<file path="src/rtl/timer_peripheral.sv">
// Memory-mapped timer / LED / switch / 7-segment register block on the CPU data bus.
// The interval timer reloads TL from TH on overflow and raises a sticky, maskable interrupt.
module timer_peripheral #(
  parameter int TIMER_W = 32
) (
  input  logic        clk,
  input  logic        reset,
  input  logic        rd,
  input  logic        wr,
  input  logic [31:0] addr,
  input  logic [31:0] wdata,
  output logic [31:0] rdata,
  input  logic [7:0]  switch,
  output logic [7:0]  led,
  output logic [11:0] digi,
  output logic        irqout
);

  localparam logic [2:0] OFF_TH   = 3'd0;
  localparam logic [2:0] OFF_TL   = 3'd1;
  localparam logic [2:0] OFF_TCON = 3'd2;
  localparam logic [2:0] OFF_LED  = 3'd3;
  localparam logic [2:0] OFF_SW   = 3'd4;
  localparam logic [2:0] OFF_DIGI = 3'd5;

  logic [TIMER_W-1:0] th_q, th_d;
  logic [TIMER_W-1:0] tl_q, tl_d;
  logic [2:0]         tcon_q, tcon_d;
  logic [7:0]         led_q, led_d;
  logic [11:0]        digi_q, digi_d;

  logic       sel;
  logic [2:0] off;
  logic       wr_sel;
  logic       overflow;
  logic       status_set;

  // Address bits outside the decoded window are intentionally ignored.
  logic unused_addr_bits;
  assign unused_addr_bits = ^{addr[27:5], addr[1:0]};

  assign sel        = (addr[31:28] == 4'h4);
  assign off        = addr[4:2];
  assign wr_sel     = wr & sel;
  assign overflow   = tcon_q[0] & (&tl_q);
  assign status_set = overflow & tcon_q[1];

  always_comb begin
    th_d   = th_q;
    tl_d   = tl_q;
    tcon_d = tcon_q;
    led_d  = led_q;
    digi_d = digi_q;

    // Timer update first; a CPU write below overrides it for the same register.
    if (tcon_q[0]) begin
      tl_d = overflow ? th_q : tl_q + 1'b1;
    end
    if (status_set) begin
      tcon_d[2] = 1'b1;
    end

    if (wr_sel) begin
      case (off)
        OFF_TH:   th_d   = wdata[TIMER_W-1:0];
        OFF_TL:   tl_d   = wdata[TIMER_W-1:0];
        OFF_TCON: tcon_d = wdata[2:0];
        OFF_LED:  led_d  = wdata[7:0];
        OFF_DIGI: digi_d = wdata[11:0];
        default:  ;
      endcase
    end
  end

  always_ff @(posedge clk) begin
    if (reset) begin
      th_q   <= '0;
      tl_q   <= '0;
      tcon_q <= 3'b000;
      led_q  <= 8'h00;
      digi_q <= 12'h000;
    end else begin
      th_q   <= th_d;
      tl_q   <= tl_d;
      tcon_q <= tcon_d;
      led_q  <= led_d;
      digi_q <= digi_d;
    end
  end

  // Reads see the registered (pre-write) values, so rd+wr to one register returns the old value.
  always_comb begin
    rdata = 32'h0;
    if (rd && sel) begin
      case (off)
        OFF_TH:   rdata = 32'(th_q);
        OFF_TL:   rdata = 32'(tl_q);
        OFF_TCON: rdata = {29'h0, tcon_q};
        OFF_LED:  rdata = {24'h0, led_q};
        OFF_SW:   rdata = {24'h0, switch};
        OFF_DIGI: rdata = {20'h0, digi_q};
        default:  rdata = 32'h0;
      endcase
    end
  end

  assign led    = led_q;
  assign digi   = digi_q;
  assign irqout = tcon_q[1] & tcon_q[2];

endmodule

</file>
<file path="config.mk">
export PLATFORM = sky130hd
export DESIGN_NAME = timer_peripheral
export DESIGN_NICKNAME = d
export VERILOG_FILES = /design/src/rtl/timer_peripheral.sv
export SDC_FILE = /design/constraint.sdc
export NUM_CORES = 1
export LEC_CHECK = 0
export ABC_AREA = 1
export CORE_MARGIN = 2
export CORE_UTILIZATION = 46
export CTS_CLUSTER_SIZE = 12
export DETAILED_ROUTE_END_ITERATION = 10
export PLACE_DENSITY = 0.75
export SKIP_CTS_REPAIR_TIMING = 1
export SYNTH_ARGS = -nofsm -noshare
export SYNTH_HDL_FRONTEND = slang
export SYNTH_SLANG_ARGS = --single-unit
export TNS_END_PERCENT = 10
</file>
<file path="constraint.sdc">
create_clock -name clk -period 1.7 [get_ports clk]
set_clock_uncertainty 0.15 [all_clocks]
set_input_delay 0.255 -clock clk [delete_from_list [all_inputs] [get_ports clk]]
set_output_delay 0.255 -clock clk [all_outputs]
set_load 0.01 [all_outputs]
</file>
==> out/metrics.yaml <==
synthesis.area_sq_mm: 0.00542
gp_congestion: 0.972
r2r-start: "tl_q[4]$_SDFF_PP0_"
cp_max_fo: 5
start_util_pct: 47.3
worst_pin_slew_ps: 544
cts.sinks: 87
grt_overflow_total: 0
placed_area_sq_mm: 0.00753
grt_pass1_wl_mm: 30.7
cts_buffers: 9
final_core_util_pct: 74.2
num_antenna_cells: 0
synth.top_cell.area_share_pct: 32.1
grt_pass1_vias: 6168
fillers: 866
critical_path.endpoint_type: "output pin"
setup_viol: 64
hpwl_mm: 14.1
die_area_sq_mm: 0.0127
ant_nets: 0
maxCapViolCount: 0
synthCells: 887
syn_avg_cell_area_sq_um: 6.11
slew_viol_final: 0
path_buf_inv: 5
grt_max_degree: 50
cp_data_arrival_time_ps: 1460
relSlewSlack_pct: 63.8
wl_mm: 21.6
ios: 129
ys_ff_latch: 87
timing.fmax_ghz: 0.535
cts_tree: "yes"
power.total_uw: 4440
final_area_sq_mm: 0.00851
timing.final.ws_setup_ps: -168
fp.dieH_um: 113
finalHoldViolCount: 0
ys_types: 33
rows: 39
hp-start: "th_q[14]$_SDFFE_PP0P_"
vias_per_cell: 5.65
peakVddDrop_mv: 0.507
antenna_found_initial: 0
period_share_pct: 110
numPortBuffers: 103
nets: 1180
place_ws_ps: -941
synth-seq-area-share_pct: 32.1
synth_nets: 964
worstSetupStartpointType: "input port"
startpoint: "addr[2]"
fp.dieW_um: 113
dr.pass1.iters: 5
drcViolationCount: 0
crit_chain: "buf_8, buf_4, nand3_4, clkinvlp_4, buf_12, nand2_2, o21ai_4, a21oi_2, a31oi_4, buf_2"
rsz0062_at_grt: "true"
track_usage_pct: 30.0
yosys.area.top_type: "dfxtp_1"
final_cells: 1251
dp_cells: 1218
drive_gt1_share_pct: 30.1
crit_slowest_cell: "a21oi_2"
path_delay_family: "buffers and inverters"
max_stage_delay_ps: 200
clk_pin_slew_ps: 60
synth_area_leaders: "dfxtp_1 32%, nand2_1 13%, nor2_1 11%"
cp_data_required_time_ps: 1290
yosysWarnings: 0
p_leak_uw: 0.00391
num_vias: 7069
drtIter0Drc: 591
layout_min_cycle_time_ps: 1870
cts-htree-levels: 3
cts-root-buf: "clkbuf_16"
cts_buffer_depth: 2
post_drt_wl_per_cell_um: 17.3
violations: "setup timing"
p_per_area_mw_per_mm2: 522
outcome: "finished with violations"
crit_type: "in2out"
hold_path.class: "reg2reg"
syn_to_final_growth_pct: 56.9
coreArea_sq_mm: 0.0115
clk_latency_ps: 370
[worst paths after layout]
| kind | cells past startpoint | slack (ps) | to |
|---|---|---|---|
| max | 10 | -170 | rdata[7] |
| min | 2 | 340 | th_q[14]$_SDFFE_PP0P_ |
| max reg2reg | 10 | -110 | tl_q[21]$_SDFF_PP0_ |
| min reg2reg | 2 | 340 | th_q[14]$_SDFFE_PP0P_ |
[state kept, by name (all words and copies together) (netlist names)]
name	flops
th_q	32
tl_q	32
digi	12
led	8
tcon_q	3
[through the flow]
| stage | hold slack, ps | TNS [ps] |
|---|---|---|
| finish | 343 | -4050 |
| floorplan | 174 | -160 |
| detailed placement | 315 | -60180 |
| global route | 365 | -8300 |
| CTS | 326 | -35560 |
| global placement | 312 | -56050 |
[worst reg2reg max path: stages, from the launching register on]
cell and delay, ps:
dfxtp_2 420, nand2_1 150, nor2_4 170, nand2_4 90, nor2_8 110, nand3_4 130
clkbuf_16 220, nor2_2 90, nor2_1 50, nand2_1 80, a21oi_1 50
[cell usage in the layout, fill, tap and decap left out, types with 6 or more instances in the layout]
cell type        instances
nand2_4                 10
o21ai_0                 90
inv_2                    6
nand4_1                 19
dlymetal6s2s_1          21
buf_2                   28
nand3b_1                 7
buf_4                  123
nand2_2                 14
nand3_1                 39
buf_6                   12
inv_1                   61
nor2_2                  19
a21oi_1                 89
clkbuf_16               16
buf_12                   9
a21oi_2                 22
nor2_4                   7
nor2_1                 142
nand2_1                172
dfxtp_2                  8
dfxtp_1                 76
nand3_2                 17
clkdlybuf4s50_1         45
[area by class of cell]
type	count	area [sq um]	area share [%]
well taps	143	179	2.10
inverters	71	283	3.32
multi-input cells	683	3680	43.2
repair buffers	251	2330	27.3
flip-flops and latches	87	1760	20.7
clock inverters	5	40.0	0.470
clock buffers	11	243	2.85
[Yosys cell counts]
cell type,n
nand3_2,13
nand4_1,19
nor2_1,163
nor2_2,1
inv_1,69
inv_2,1
dfxtp_1,87
ha_1,1
nor3_1,2
a31oi_1,4
nor2_4,4
nand2_4,1
a21oi_1,112
nand2_2,3
nand3b_1,7
a22oi_1,3
o21ai_0,94
xor2_1,4
o22ai_1,4
buf_8,1
a221oi_1,1
clkbuf_1,33
o221ai_1,1
nand3_1,46
clkinv_1,1
a41oi_1,4
nor2_8,1
buf_6,2
o21bai_1,1
o211ai_1,1
nand2_1,192
buf_2,10
o21ai_2,1
[power by group]
part / switching [uW] / leakage [uW] / internal, uW / total (uW)
logic: 216 / 0.00307 / 229 / 445
clock network: 903 / 0.000140 / 1040 / 1950
registers: 7.78 / 0.000707 / 2040 / 2050
[cells by family after synthesis]
group | synth area share [%]
simple gates | 36.4
xor+xnor | 0.646
buf+inv | 8.81
fa+ha+maj | 0.231
flops | 32.1
compound gates | 21.8
[layer usage]
layer	vias up	share of wire, %	global-route usage (%)
met1	3265	40	38.1
li1	3367	-	-
met5	-	0	1.57
met2	350	48	49.3
met3	87	7.2	5.29
met4	0	4.7	14.0
(Power assumes the default switching activity.)
